===== config.mk =====
export PLATFORM = sky130hd
export DESIGN_NAME = rv_multicycle_ctrl
export DESIGN_NICKNAME = d
export VERILOG_FILES = /design/src/rtl/rv_multicycle_ctrl.sv
export SDC_FILE = /design/constraint.sdc
export NUM_CORES = 1
export LEC_CHECK = 0
export ABC_AREA = 1
export CORE_ASPECT_RATIO = 0.75
export CORE_MARGIN = 5
export CORE_UTILIZATION = 44
export CTS_CLUSTER_SIZE = 40
export DETAILED_ROUTE_END_ITERATION = 16
export GPL_ROUTABILITY_DRIVEN = 0
export PLACE_DENSITY = 0.85
export SYNTH_ARGS = -nofsm -noshare
export SYNTH_HDL_FRONTEND = slang
export SYNTH_SLANG_ARGS = --single-unit

===== constraint.sdc =====
create_clock -name clk -period 2 [get_ports clk]
set_input_delay 0.2 -clock clk [delete_from_list [all_inputs] [get_ports clk]]
set_output_delay 0.2 -clock clk [all_outputs]
set_load 0.05 [all_outputs]

===== src/rtl/rv_multicycle_ctrl.sv =====
// Multi-cycle control FSM for the RV32I core: sequences fetch/decode/exec/mem/writeback
// and drives ALU select, memory requests and datapath enables from the latched IR.
module rv_multicycle_ctrl #(
    parameter int unsigned IMEM_TIMEOUT  = 0,
    parameter bit          RESET_TO_HALT = 1'b0
) (
    input  logic        clk,
    input  logic        rst_n,
    output logic        imem_req,
    input  logic        instr_valid,
    input  logic [31:0] instr,
    output logic        dmem_req,
    output logic        dmem_we,
    input  logic        dmem_ready,
    input  logic        br_taken,
    output logic [2:0]  alu_fn,
    output logic        alu_alt,
    output logic        alu_src_imm,
    output logic        alu_src_pc,
    output logic        rf_we,
    output logic [1:0]  wb_sel,
    output logic        pc_we,
    output logic        pc_sel,
    output logic [31:0] ir,
    output logic        halted,
    output logic [1:0]  fault
);

    localparam logic [6:0] OpR      = 7'b0110011;
    localparam logic [6:0] OpImm    = 7'b0010011;
    localparam logic [6:0] OpLoad   = 7'b0000011;
    localparam logic [6:0] OpStore  = 7'b0100011;
    localparam logic [6:0] OpBranch = 7'b1100011;
    localparam logic [6:0] OpJal    = 7'b1101111;
    localparam logic [6:0] OpJalr   = 7'b1100111;
    localparam logic [6:0] OpLui    = 7'b0110111;
    localparam logic [6:0] OpAuipc  = 7'b0010111;
    localparam logic [6:0] OpSystem = 7'b1110011;

    localparam logic [2:0] AluAddSub = 3'd0;
    localparam logic [2:0] AluSrlSra = 3'd5;

    localparam int unsigned   CntW    = (IMEM_TIMEOUT > 1) ? $clog2(IMEM_TIMEOUT) : 1;
    localparam logic [CntW-1:0] CntLast = CntW'(IMEM_TIMEOUT - 1);

    typedef enum logic [2:0] {
        StFetch, StDecode, StExec, StMem, StWb, StHalt, StTrap
    } state_e;

    localparam state_e ResetState = RESET_TO_HALT ? StHalt : StFetch;

    state_e          state_q, state_d;
    logic [31:0]     ir_q, ir_d;
    logic [1:0]      fault_q, fault_d;
    logic [CntW-1:0] cnt_q, cnt_d;
    logic            fetch_req, in_halt;

    logic [6:0] opcode;
    logic [2:0] funct3;
    logic       f7_alt;
    logic       is_r, is_imm, is_load, is_store, is_br, is_jal, is_jalr, is_lui, is_auipc, is_sys;
    logic       legal;

    assign opcode   = ir_q[6:0];
    assign funct3   = ir_q[14:12];
    assign f7_alt   = ir_q[30];
    assign is_r     = (opcode == OpR);
    assign is_imm   = (opcode == OpImm);
    assign is_load  = (opcode == OpLoad);
    assign is_store = (opcode == OpStore);
    assign is_br    = (opcode == OpBranch);
    assign is_jal   = (opcode == OpJal);
    assign is_jalr  = (opcode == OpJalr);
    assign is_lui   = (opcode == OpLui);
    assign is_auipc = (opcode == OpAuipc);
    assign is_sys   = (opcode == OpSystem);
    assign legal    = is_r | is_imm | is_load | is_store | is_br | is_jal | is_jalr |
                      is_lui | is_auipc | is_sys;

    always_ff @(posedge clk or negedge rst_n) begin
        if (!rst_n) begin
            state_q <= ResetState;
            ir_q    <= '0;
            fault_q <= 2'd0;
            cnt_q   <= '0;
        end else begin
            state_q <= state_d;
            ir_q    <= ir_d;
            fault_q <= fault_d;
            cnt_q   <= cnt_d;
        end
    end

    always_comb begin
        state_d     = state_q;
        ir_d        = ir_q;
        fault_d     = fault_q;
        cnt_d       = '0;
        fetch_req   = 1'b0;
        in_halt     = 1'b0;
        dmem_req    = 1'b0;
        dmem_we     = 1'b0;
        alu_fn      = AluAddSub;
        alu_alt     = 1'b0;
        alu_src_imm = 1'b0;
        alu_src_pc  = 1'b0;
        rf_we       = 1'b0;
        wb_sel      = 2'd0;
        pc_we       = 1'b0;
        pc_sel      = 1'b0;
        unique case (state_q)
            StFetch: begin
                fetch_req = 1'b1;
                if (instr_valid) begin
                    ir_d    = instr;
                    state_d = StDecode;
                end else if (IMEM_TIMEOUT != 0 && cnt_q == CntLast) begin
                    fault_d = 2'd2;
                    state_d = StTrap;
                end else begin
                    cnt_d = cnt_q + CntW'(1);
                end
            end
            StDecode: begin
                if (is_sys) begin
                    state_d = StHalt;
                end else if (!legal) begin
                    fault_d = 2'd1;
                    state_d = StTrap;
                end else begin
                    state_d = StExec;
                end
            end
            StExec: begin
                if (is_r || is_imm) begin
                    alu_fn  = funct3;
                    // IMM ADD has no subtract form; only the shift uses bit 30 there.
                    alu_alt = f7_alt & ((funct3 == AluSrlSra) | (is_r & (funct3 == AluAddSub)));
                end
                alu_src_imm = is_imm | is_load | is_store | is_jalr | is_jal | is_auipc | is_br;
                alu_src_pc  = is_jal | is_auipc | is_br;
                state_d     = (is_load || is_store) ? StMem : StWb;
            end
            StMem: begin
                dmem_req = 1'b1;
                dmem_we  = is_store;
                if (dmem_ready) begin
                    state_d = StWb;
                end
            end
            StWb: begin
                pc_we   = 1'b1;
                pc_sel  = is_jal | is_jalr | (is_br & br_taken);
                rf_we   = is_r | is_imm | is_load | is_lui | is_auipc | is_jal | is_jalr;
                wb_sel  = is_load ? 2'd1 : (is_jal || is_jalr) ? 2'd2 : is_lui ? 2'd3 : 2'd0;
                state_d = StFetch;
            end
            StHalt: in_halt = 1'b1;
            StTrap: ;
            default: state_d = StTrap;
        endcase
    end

    // Reset forces the state to its reset value asynchronously; gating keeps outputs low while
    // rst_n is held.
    assign imem_req = fetch_req & rst_n;
    assign halted   = in_halt & rst_n;
    assign ir       = ir_q;
    assign fault    = fault_q;

endmodule


# == Word-level counts from Yosys, hierarchy flattened ==
# Cells that the tools add are included.
# totals
in_bits,37
regBits,36
latch_bits,0
elab_cells,86
mem_bits_rw,0
rom_bits,0
output_inout_bits,49
mem_count,0
# op_classes
reduce_logical,9
n_bitwise,32
shift,0
addsub,0
order_cmp,0
n_mul,0
muxes,23
div,0
n_eq_ne,19
# op_table
operator,count
equality test 7 bit (second input constant),4
OR 1 bit,24
equality test 7 x 6 -> 1 bit (second input constant),3
2-to-1 mux 3 bit,7
case mux 3 bit (6 select lines),1
equality test 7 x 5 -> 1 bit (second input constant),2
equality test 3 bit (second input constant),4
2-to-1 mux 1 bit,11
2-to-1 mux 2 bit,4
equality test 7 x 2 -> 1 bit (second input constant),1
equality test 3 x 2 -> 1 bit (second input constant),2
logical NOT 3 bit,2
AND reduction 3 bit,2
bitwise AND 1 bit,5
!= test 2 bit (second input constant),2
equality test 3 x 1 -> 1 bit (second input constant),1
logical OR 1 bit,3
NOT 1 bit,3
AND reduction 2 bit,1
OR reduction 2 bit,1

# == Longest topological paths before layout ==
# logic_depth
ltp_word,13
ltp_mapped,10
ltp_nobuf,10

# == Worst setup path before layout ==
# Ideal clock, no wire load.
# synth_path
path_type,register to output
from,reg ir_q[0] (netlist: ir[0])
to,out alu_alt
arrival_time_ns,2.737
path_stages_with_launch,5
setup_slack_ns,-0.937
t_required_ns,1.800
n_path_buf,0
cell_sequence,dfrtp_1 > nand2_1 > nor2_2 > nand3_1 > nor4_1
# synth_via
elab_chain_len,6
elab_cells_between_ends,8
cone_classes,2 x eq/ne; 2 x mux; 3 x bitwise; 1 x reduce/logical
# synth_rtl
item,line,text
start: declaration,53,"logic [31:0] ir_q, ir_d;"
start signal: assignment,88,ir_q <= ir_d;
equality test 7 x 6 -> 1 bit,67,assign is_r = (opcode == OpR);
bitwise AND 1 bit,138,alu_alt = f7_alt & ((funct3 == AluSrlSra) | (is_r & (funct3 == AluAddSub)));
OR 1 bit,138,
bitwise AND 1 bit,138,
2-to-1 mux 1 bit (*),135,if (is_r || is_imm) begin
2-to-1 mux 1 bit (*),111,unique case (state_q)
end: declaration,17,"output logic alu_alt,"
# Every way passes the cells marked *; elsewhere a longest branch is shown, timed or not.

# == Worst setup path after layout ==
# layout_path
from,reg ir_q[5] (netlist: ir[5])
to,out rf_we
# layout_via
elab_chain_len,8
elab_cells_between_ends,14
cone_classes,7 x eq/ne; 1 x mux; 6 x bitwise
# layout_rtl
item,line,text
equality test 7 x 6 -> 1 bit / equality test 7 x 5 -> 1 bit (equally long branches),"67, 68",
OR 1 bit (5 in series),154,rf_we = is_r | is_imm | is_load | is_lui | is_auipc | is_jal | is_jalr;
OR 1 bit (*),154,
2-to-1 mux 1 bit (*),111,
end: declaration,20,"output logic rf_we,"
# Marked as above.

==> metrics.md <==
| Metric | Value |
|---|---|
| Kind of end point of the critical path | `output port` |
| Router iterations before antenna repair | `4` |
| Worst skew pair latency | `0.29 ns` |
| Post-synthesis sequential area ratio | `48.3%` |
| Routed wire length | `5250 um` |
| Hpwl dp | `around 4000 um` |
| Final Hold Viols | `0` |
| Main flop type after synthesis | `dfrtp_1` |
| Final Cycle Share | `98.2%` |
| Worst clock skew | `around 0.0020 ns` |
| Comb pwr share | `7.3%` |
| Leak pwr | `1.47 nW` |
| Die X | `85.2 um` |
| Io pins | `86` |
| Required @ worst endpoint | `1.80 ns` |
| Setup Slack @ Placement | `approximately 0.24 ns` |
| Total grt overflow | `0` |
| R2R cell count | `4` |
| DRC viols | `0` |
| CP arrival | `1.76 ns` |
| Power Density | `414 mW/mm2` |
| Reg power frac | `55.8%` |
| Post-synth EDFFs | `0` |
| Top-area cell type share of the netlist area | `48.3%` |
| Synthesis Warnings | `0` |
| Async SR Flop Fraction | `100%` |
| # setup viols final | `0` |
| Max-cap violations | `0` |
| Effective utilization at floorplan | `45.8%` |
| Area of the multi-input gates | `977 um2` |
| Core Util, Final | `77.3%` |
| Final Max Slew Viols | `0` |
| Crit start category | `flop` |
| Post-synthesis cell type count | `25` |
| Filler cells | `251` |
| Count leader, synth | `dfrtp_1` |
| Max Root-Sink Buffers | `2` |
| Hold path cells | `2` |
| Global-route wire length before repair | `between 8000 and 9000 um` |
| P_sw | `276 uW` |
| Worst vdd ir | `around 0.00034 V` |
| Post-layout worst setup margin | `0.0354 ns` |
| Power Total | `1.30 mW` |
| Slew HR | `a little under two thirds` |
| Design Area, Final | `around 0.0032 mm2` |
| Clock transition at the registers of the reported paths | `0.07 ns` |
| Post-synth net total | `224` |
| Placed Area | `0.00300 mm2` |
| Critical path class | `flop to output port` |
| Leading area contributor after synthesis | `dfrtp_1` |
| Max Clock Freq | `509 MHz` |
| CP max FO | `5` |
| Post-DRT Antenna Nets | `0` |
| Die Ht | `roughly 66 um` |
| Initial antenna violation count | `0` |
| Root Driver | `clkbuf_8` |
| CTS Buf Count | `5` |
| CTS tree | `yes` |
| Power share of the clock group | `36.9%` |
| Clock period minus worst slack | `1.96 ns` |
| Area contributors post-synth | `dfrtp_1, mux2_4, nand2_1, inv_1, nor2_1` |
| Initial DRC Count | `116` |
| Share of cells above drive strength 1 | `30.5%` |
| Mapped Cells | `~190` |
| Full die area | `0.00566 mm2` |
| Vias post-DR | `1673` |
| # rows | `20` |
| Avg WL per Cell | `15.7 um` |
| Global Route Usage Sum | `18.9%` |
| FF/Latch Area | `902 um2` |
| Commonest cells in the netlist | `dfrtp_1, nand2_1, inv_1, mux2_4, nor2_1` |
| Synthesized area per cell | `9.98 um2` |
| Vias per cell | `5.01` |
| Number of diodes | `0` |
| Status | `complete, no violations` |
| Switching share of power | `21.2%` |
| H-tree levels | `2` |
| Vias in the first global route | `1691` |
| Sink Count | `36` |
| RSZ-0062 raised after global routing | `true` |
| Pin count of the biggest net entering global routing | `37` |
| Flops & latches, synth | `36` |
| Area delta synth->final | `68.9%` |
| Internal power | `1.03 mW` |
| Worst Hold Class | `flop to flop` |
| # port buffers | `84` |
| Final #Nets | `316` |
| Synthesized area | `0.00187 mm2` |
| Worst-margin pin slew | `0.538 ns` |
| Core area | `about 0.0041 mm2` |
-- per-layer routing --
metal  wire length (um)  vias to the layer above  part of all wire (%)  GRT usage (%)
met5                  0                        -                     0              0
met4                 85                        0                   1.6           6.13
met3                437                       13                   8.3           5.85
met2               2540                       88                    48           32.1
met1               2180                      784                    42           23.0
li1                   -                      788                     -              -
-- cell usage in the layout, fill, tap and decap left out, drive strengths merged, types with 2 or more instances in the layout --
cell type and count:
clkdlybuf4s50 68, dfrtp 36, nand2 30, nor2 27, inv 25, mux2 24, buf 21, a21oi 13
nand3 11, clkbuf 6, nor3 6, o21ai 2, nor4 2, a31oi 2
-- power groups by stage --
stage / clock (mW) / combinational, mW / sequential, mW
after floorplan: 0 / 0.00811 / 0.742
after global placement: 0 / 0.0916 / 0.742
after detailed placement: 0 / 0.0943 / 0.742
after CTS: 0.491 / 0.0962 / 0.728
after global routing: 0.520 / 0.103 / 0.727
final: 0.482 / 0.0947 / 0.728
-- registers in the layout, summed over array words and instances (netlist names) --
name	count
state_q	3
fault	1
ir	32
-- critical path, stage by stage, from the launching register on --
cell and delay, ns:
dfrtp_1 0.43, nand2_1 0.13, nor2_1 0.21, nand2_1 0.16, nand2_1 0.11, inv_1 0.10
a21oi_4 0.18, buf_12 0.15
-- metrics by stage --
step	setup TNS, ns	instances	hold slack (ns)
6_report	0	334	0.479
5_1_grt	-0.139	334	0.513
4_1_cts	0	332	0.483
3_5_place_dp	0	324	0.285
3_3_place_gp	0	324	0.275
2_1_floorplan	-0.504	187	-0.0956
-- layout make-up --
class | instances | area share (%)
Multi-Input combinational cell | 121 | 31.0
Tap cell | 55 | 2.18
Inverter | 25 | 2.98
Sequential cell | 36 | 28.6
Clock inverter | 1 | 0.159
Clock buffer | 6 | 2.30
Timing Repair Buffer | 90 | 32.8
-- path summary, 6_finish.rpt --
kind / slack (ns) / to / start
worst max-delay path: 0.04 / rf_we / ir[5]
worst min-delay path: 0.48 / fault[0] / fault[0]
worst max register to register: 0.36 / ir[8] / state_q[0]
worst min register to register: 0.48 / fault[0] / fault[0]
max in group asynchronous: 1.14 / ir[4] / rst_n
min in group asynchronous: 0.53 / ir[17] / rst_n
-- kinds of logic after synthesis --
| logic type | synth area share [%] |
|---|---|
| buf+inv | 7.51 |
| compound gates | 5.50 |
| other cells | 0.201 |
| simple gates | 19.2 |
| flops | 48.3 |
| mux | 19.3 |
-- repair_timing --
item                                    in CTS  in global routing
endpoints found under the setup margin       1                  8
hold buffers                                 1                  0
pin swaps                                    0                  2
gates resized for setup                      2                 14
hold endpoints to repair                    36                  0
setup buffers                                0                  2
Power figures use the tool's default switching activity.
